==> config.mk <==
export PLATFORM = sky130hd
export DESIGN_NAME = sipo_frame_32_flat
export DESIGN_NICKNAME = d
export VERILOG_FILES = /design/src/rtl/sipo_frame_32_if.sv /design/src/rtl/sipo_frame_32.sv /design/src/flat_wrapper.sv
export SDC_FILE = /design/constraint.sdc
export NUM_CORES = 1
export LEC_CHECK = 0
export CORE_UTILIZATION = 40
export DETAILED_ROUTE_END_ITERATION = 7
export GPL_ROUTABILITY_DRIVEN = 0
export SETUP_SLACK_MARGIN = 0.5
export SYNTH_ARGS = -nofsm -noshare
export SYNTH_HDL_FRONTEND = slang
export SYNTH_SLANG_ARGS = --single-unit
==> constraint.sdc <==
create_clock -name clk -period 4 [get_ports clk]
set_clock_uncertainty 0.15 [all_clocks]
set_input_delay 1.2 -clock clk [delete_from_list [all_inputs] [get_ports clk]]
set_output_delay 1.2 -clock clk [all_outputs]
set_load 0.01 [all_outputs]
==> src/rtl/sipo_frame_32_if.sv <==
// rtl/sipo_frame_32_if.sv - serial-in / 32-bit word-out handshake bundle for sipo_frame_32
interface sipo_frame_32_if;
  logic        start;
  logic        ser_in;
  logic        ser_valid;
  logic        word_ready;
  logic [31:0] word_out;
  logic        word_valid;
  logic        busy;
  logic [5:0]  bit_cnt;
  logic        overrun;
  logic        par_err;

  modport master (
    output start, ser_in, ser_valid, word_ready,
    input  word_out, word_valid, busy, bit_cnt, overrun, par_err
  );

  modport slave (
    input  start, ser_in, ser_valid, word_ready,
    output word_out, word_valid, busy, bit_cnt, overrun, par_err
  );
endinterface

==> src/rtl/sipo_frame_32.sv <==
// rtl/sipo_frame_32.sv - 32-bit serial-to-parallel framer with held output word
// Optional even-parity check after the 32 data bits is enabled by SIPO_PARITY_EN.
module sipo_frame_32 #(
  parameter bit MSB_FIRST = 1'b1
) (
  input  logic            clk,
  input  logic            n_reset,
  sipo_frame_32_if.slave  bus
);

`ifdef SIPO_PARITY_EN
  typedef enum logic [1:0] {IDLE, SHIFT, PAR, HOLD} state_t;
`else
  typedef enum logic [1:0] {IDLE, SHIFT, HOLD} state_t;
`endif

  state_t      state_q, state_d;
  logic [31:0] shift_q, shift_d;
  logic [31:0] word_q, word_d;
  logic        valid_q, valid_d;
  logic [5:0]  cnt_q, cnt_d;
  logic        ovr_q, ovr_d;
  logic        busy_q;
  logic [31:0] shifted;
`ifdef SIPO_PARITY_EN
  logic        perr_q, perr_d;
`endif

  assign shifted = MSB_FIRST ? {shift_q[30:0], bus.ser_in} : {bus.ser_in, shift_q[31:1]};

  always_comb begin
    state_d = state_q;
    shift_d = shift_q;
    word_d  = word_q;
    valid_d = valid_q;
    cnt_d   = cnt_q;
    ovr_d   = ovr_q;
`ifdef SIPO_PARITY_EN
    perr_d  = perr_q;
`endif
    case (state_q)
      IDLE: begin
        // A bit arriving with start is dropped but still flagged.
        if (bus.start) begin
          state_d = SHIFT;
          cnt_d   = 6'd0;
          shift_d = 32'h0;
          ovr_d   = bus.ser_valid;
        end else if (bus.ser_valid) begin
          ovr_d = 1'b1;
        end
      end
      SHIFT: begin
        if (bus.ser_valid) begin
          shift_d = shifted;
          cnt_d   = cnt_q + 6'd1;
          if (cnt_q == 6'd31) begin
`ifdef SIPO_PARITY_EN
            state_d = PAR;
`else
            state_d = HOLD;
            word_d  = shifted;
            valid_d = 1'b1;
`endif
          end
        end
      end
`ifdef SIPO_PARITY_EN
      PAR: begin
        if (bus.ser_valid) begin
          state_d = HOLD;
          word_d  = shift_q;
          valid_d = 1'b1;
          perr_d  = (^shift_q) ^ bus.ser_in;
        end
      end
`endif
      HOLD: begin
        if (bus.ser_valid) begin
          ovr_d = 1'b1;
        end
        if (bus.word_ready) begin
          state_d = IDLE;
          valid_d = 1'b0;
`ifdef SIPO_PARITY_EN
          perr_d  = 1'b0;
`endif
        end
      end
      default: state_d = IDLE;
    endcase
  end

  always_ff @(posedge clk or negedge n_reset) begin
    if (!n_reset) begin
      state_q <= IDLE;
      shift_q <= 32'h0;
      word_q  <= 32'h0;
      valid_q <= 1'b0;
      cnt_q   <= 6'd0;
      ovr_q   <= 1'b0;
      busy_q  <= 1'b0;
`ifdef SIPO_PARITY_EN
      perr_q  <= 1'b0;
`endif
    end else begin
      state_q <= state_d;
      shift_q <= shift_d;
      word_q  <= word_d;
      valid_q <= valid_d;
      cnt_q   <= cnt_d;
      ovr_q   <= ovr_d;
      busy_q  <= (state_d != IDLE);
`ifdef SIPO_PARITY_EN
      perr_q  <= perr_d;
`endif
    end
  end

  assign bus.word_out   = word_q;
  assign bus.word_valid = valid_q;
  assign bus.busy       = busy_q;
  assign bus.bit_cnt    = cnt_q;
  assign bus.overrun    = ovr_q;
`ifdef SIPO_PARITY_EN
  assign bus.par_err    = perr_q;
`else
  assign bus.par_err    = 1'b0;
`endif

endmodule

==> src/flat_wrapper.sv <==
// flat-port wrapper written by rule: the top's interface ports become plain ports
module sipo_frame_32_flat 
#(
  parameter bit MSB_FIRST = 1'b1
)
  (clk, n_reset, bus_start, bus_ser_in, bus_ser_valid, bus_word_ready, bus_word_out, bus_word_valid, bus_busy, bus_bit_cnt, bus_overrun, bus_par_err);
  sipo_frame_32_if bus_i ();
  input  logic clk;
  input  logic n_reset;
  input wire logic [$bits(bus_i.start)-1:0] bus_start;
  input wire logic [$bits(bus_i.ser_in)-1:0] bus_ser_in;
  input wire logic [$bits(bus_i.ser_valid)-1:0] bus_ser_valid;
  input wire logic [$bits(bus_i.word_ready)-1:0] bus_word_ready;
  output wire logic [$bits(bus_i.word_out)-1:0] bus_word_out;
  output wire logic [$bits(bus_i.word_valid)-1:0] bus_word_valid;
  output wire logic [$bits(bus_i.busy)-1:0] bus_busy;
  output wire logic [$bits(bus_i.bit_cnt)-1:0] bus_bit_cnt;
  output wire logic [$bits(bus_i.overrun)-1:0] bus_overrun;
  output wire logic [$bits(bus_i.par_err)-1:0] bus_par_err;
  assign bus_i.start = bus_start;
  assign bus_i.ser_in = bus_ser_in;
  assign bus_i.ser_valid = bus_ser_valid;
  assign bus_i.word_ready = bus_word_ready;
  assign bus_word_out = bus_i.word_out;
  assign bus_word_valid = bus_i.word_valid;
  assign bus_busy = bus_i.busy;
  assign bus_bit_cnt = bus_i.bit_cnt;
  assign bus_overrun = bus_i.overrun;
  assign bus_par_err = bus_i.par_err;
  sipo_frame_32 #(.MSB_FIRST(MSB_FIRST)) u_core (.clk(clk), .n_reset(n_reset), .bus(bus_i));
endmodule
== After elaboration in Yosys (flattened, before gate mapping) ==
Cells that the tools add are included.

* $add $sub $neg: 1
* Equal/unequal tests: 7
* Muxes and demuxes: 18
* Reductions and logical operators: 8

{| class="wikitable"
|+ Operators by type and width
! cell !! number
|-
| 31-bit 2-to-1 mux || 2
|-
| 31-bit one-hot mux with 2 select lines || 1
|-
| 6-bit 2-to-1 mux || 2
|-
| 6-bit one-hot mux with 2 select lines || 1
|-
| 2-bit 2-to-1 mux || 4
|-
| 2-bit nonzero test || 4
|-
| 6-bit by 1-bit adder with 6-bit output (second input constant) || 1
|-
| 6-bit by 5-bit == test with 1-bit output (second input constant) || 1
|-
| 2-bit inequality test (second input constant) || 3
|-
| 2-bit one-hot mux with 3 select lines || 1
|-
| 3-bit AND reduction || 2
|-
| 1-bit 2-to-1 mux || 5
|-
| 1-bit one-hot mux with 2 select lines || 2
|-
| 4-bit AND reduction || 1
|-
| 2-bit by 1-bit == test with 1-bit output (second input constant) || 1
|-
| 2-bit == test (second input constant) || 1
|-
| 2-bit zero test || 1
|-
| 2-bit by 1-bit inequality test with 1-bit output (second input constant) || 1
|}

* Register bits after elaboration: 74
* Input port bits: 6
* Output and inout port bits: 42
* Logic and storage cells: 41

== Logic depth before layout (Yosys ltp) ==
* Depth in word-level cells: 5
* Mapped depth: 5
* Depth with buffers taken out: 4

== Least setup slack after synthesis ==
OpenSTA, ideal clock, no wires.

* Path kind: input -> register
* From: input bus_ser_valid
* To: register u_core.word_q[10] (netlist: u_core.bus.word_out[10])
* Library setup time: 0.125 ns
* Data arrival time: 2.250 ns
* Data required time: 3.725 ns
* Slack: 1.475 ns
* Cell stages on the path: 4
* Buffers on the path: 1
* Cell sequence: nand4_2 nor4_4 buf_6 mux2_2

* Cells in the longest elaborated chain, start to end: 1

{| class="wikitable"
|+ Ends and longest elaborated chain
! element !! RTL line !! source
|-
| start, declared || flat_wrapper.sv:12 || <nowiki>input wire logic [$bits(bus_i.ser_valid)-1:0] bus_ser_valid;</nowiki>
|-
| 3-bit AND reduction (no line) || - ||
|-
| end signal, assigned || sipo_frame_32.sv:109 || <nowiki>word_q <= word_d;</nowiki>
|-
| end, declared || sipo_frame_32.sv:19 || <nowiki>logic [31:0] word_q, word_d;</nowiki>
|}

Every way passes these cells.
A chain may end at the register's enable or synchronous reset.

== Worst setup path in the final report ==
* From: input bus_ser_valid
* To: register u_core.word_q[9] (netlist: u_core.bus.word_out[9])

The elaborated chain is that of the path after synthesis.

==> metrics.txt <==
combinational power share 0.199; cts repair resizes 0; setup_tns 0 ps; status completed; DR vias/cell 5.20; clock share of power 0.264; H-tree depth 3; Worst Reg2Reg Path Length in Cells 4; CP Launch Point bus_ser_valid; Req. time, crit path 4070 ps; Max Cap Viol 0; grt ovf 0; CTS buffer count 9; WHS 344 ps; # IOs 48; worst-path fanout max 17; most frequent cells in the layout 74 x dfrtp_1, 45 x clkdlybuf4s50_1, 33 x a22o_1; P_leak 1.66 nW; Switching Fraction 0.281; Tot GR Track Use 0.153; fillers 618; Root Buffer clkbuf_8; share of post-route cells with drive strength above 1 0.213; crit path DAT 2880 ps; area grow syn2layout 24.9%; row count 30; Mapped Nets 198; Net Switching 541 uW; Die Span Y 86.1 um; initial DRC count 87; Worst-path clk slew 70 ps; # DRC 0; largest net degree at the start of global routing 75; Max Slew Vio Count 0; final hold viol count 0; crit-path max cell delay 570 ps; Worst Tran Pin Value 921 ps; share of the synthesized area in the top cell type 0.654; Setup CP Type input pin to flop; setup repair bufs after CTS 0; via count 1768; post-synthesis cell type count 27; Detail Route Antenna Nets 0; worst r2r src u_core.state_q[0]$_DFF_PN0_; Multi-input gate area 898 um2; post-synthesis sequential area ratio 0.654; IO buf count 46; antenna violations before repair 0; DR WL/cell 15.1 um; worst min-delay path class flop to flop; cell taking the most area after synthesis dfrtp_1; die area 7420 um2; Tot Pwr 1.93 mW; Tcrit/Tclk final 0.701; commonest non-fill, non-tap cell in the layout dfrtp_1; crit path launch type input pin; final setup vio count 0; crit-path cells clkdlybuf4s50_1 > nand4_2 > nor4_4 > buf_4 > mux2_2; DRT Wirelength 5130 um; Pwr Density 545 nW/um2; Synth area leaders dfrtp_1 65%, mux2_2 12%, a22o_1 10%, mux2_1 1.6%, buf_6 1.2%; Hold Buf Count CTS 0; Clock Latency Late Sink 340 ps; reg-to-reg endpoint u_core.shift_q[6]$_DFFE_PN0P_; Setup crit end u_core.bus.word_out[9]$_DFFE_PN0P_; core area 6830 um2; drt pass-1 iters 4; area taken by flip-flops and latches 1850 um2; crit end category flop; hpwl dp 3080 um; global-route wire length before repair 8610 um; cell area after synthesis 2830 um2; Peak Freq 357 MHz; Clock Tree Buf Depth 2; min Tclk post-route 2800 ps; Chip Width 86.1 um; vias in the first global route 1685; RSZ-0062 raised after global routing false; Yosys Warn Count 0; Slowest-stage cell, CP clkdlybuf4s50_1; relative slew slack 0.386; Post-Synthesis Cells 191; Inserted Diodes 0; Final Net Count 247; Mean Syn Cell Area 14.8 um2; CTS tree done; Worst VDD drop 245 uV; CTS Sinks 74; Seq pwr share 0.537; P_int 1.38 mW; number of synthesized register bits 74; Initial Util 0.414; FF-to-FF setup slack 1910 ps; hold path startpoint u_core.bus.word_out[30]$_DFFE_PN0P_
==> cells in the mapped netlist (all sizes together) <==
library cell  instances
dfrtp                74
ha                    1
nand2                 7
nor3                  1
a21oi                 1
a21o                  2
o21ai                 3
o21bai                1
nand3                 3
o311ai                2
o31ai                 1
a22o                 33
inv                   2
conb                  1
clkbuf                4
buf                   8
nor4                  1
or4                   1
nor2                  5
nand4                 3
nand2b                2
a2bb2oi               1
mux2                 34
==> power groups by stage <==
| stage | clock network [mW] | registers (mW) | logic, mW |
|---|---|---|---|
| 4_1_cts | 0.529 | 1.03 | 0.389 |
| 6_report | 0.508 | 1.03 | 0.383 |
| 3_5_place_dp | 0 | 1.05 | 0.386 |
| 3_3_place_gp | 0 | 1.05 | 0.379 |
| 5_1_grt | 0.566 | 1.05 | 0.424 |
| 2_1_floorplan | 0 | 1.04 | 0.199 |
==> flip-flops by register name (all words and copies together), names as in the netlist <==
| register | flops |
|---|---|
| u_core.bus.word_out | 32 |
| u_core.shift_q | 31 |
| u_core.bus.bit_cnt | 6 |
| u_core.state_q | 2 |
| u_core.bus.busy | 1 |
| u_core.bus.overrun | 1 |
| u_core.bus.word_valid | 1 |
==> cells by family (layout without fill, tap and decap cells) <==
kind of cell    count (synthesis)  in the layout  synth area share
mux                            34             34             0.135
simple gates                   23             23            0.0464
flops                          74             74             0.654
other cells                     1              1           0.00132
compound gates                 44             44             0.129
fa+ha+maj                       1              1           0.00442
buf+inv                        14             67            0.0296
==> final cells by class <==
| cell class | instances | share of cell area |
|---|---|---|
| Multi-Input combinational cell | 103 | 0.254 |
| Clock buffer | 12 | 0.0439 |
| Timing Repair Buffer | 50 | 0.138 |
| Clock inverter | 3 | 0.00425 |
| Sequential cell | 74 | 0.524 |
| Inverter | 2 | 0.00212 |
| Tap cell | 96 | 0.0340 |
==> stage by stage <==
stage	std cells	setup slack (ps)	utilization	cell area (um2)
2_1_floorplan	191	1480	-	2830
6_report	340	1200	0.518	3540
3_5_place_dp	325	847	0.493	3370
5_1_grt	340	1100	0.518	3540
3_3_place_gp	325	867	0.493	3370
4_1_cts	340	1210	0.518	3540
==> layer usage <==
metal | global-route usage | up-vias | wire (um)
li1 | - | 805 | -
met2 | 0.203 | 47 | 2270
met1 | 0.221 | 908 | 2520
met4 | 0.0530 | 0 | 79
met5 | 0 | - | 0
met3 | 0.0674 | 8 | 262
==> critical path, delay by kind of cell <==
| kind | cells | cell delay, ps |
|---|---|---|
| simple gates | 2 | 430 |
| buf+inv | 2 | 870 |
| mux | 1 | 360 |
==> worst min-delay path by stage <==
stage          cells after the start  slack, ps                                  end
2_1_floorplan                      1        310       u_core.shift_q[30]$_DFFE_PN0P_
3_3_place_gp                       1        330  u_core.bus.word_out[21]$_DFFE_PN0P_
4_1_cts                            1        350  u_core.bus.word_out[30]$_DFFE_PN0P_
5_1_grt                            1        370  u_core.bus.word_out[21]$_DFFE_PN0P_
3_5_place_dp                       1        330  u_core.bus.word_out[30]$_DFFE_PN0P_
6_report                           1        340  u_core.bus.word_out[30]$_DFFE_PN0P_
No activity file was read; power rests on OpenSTA's default activity.
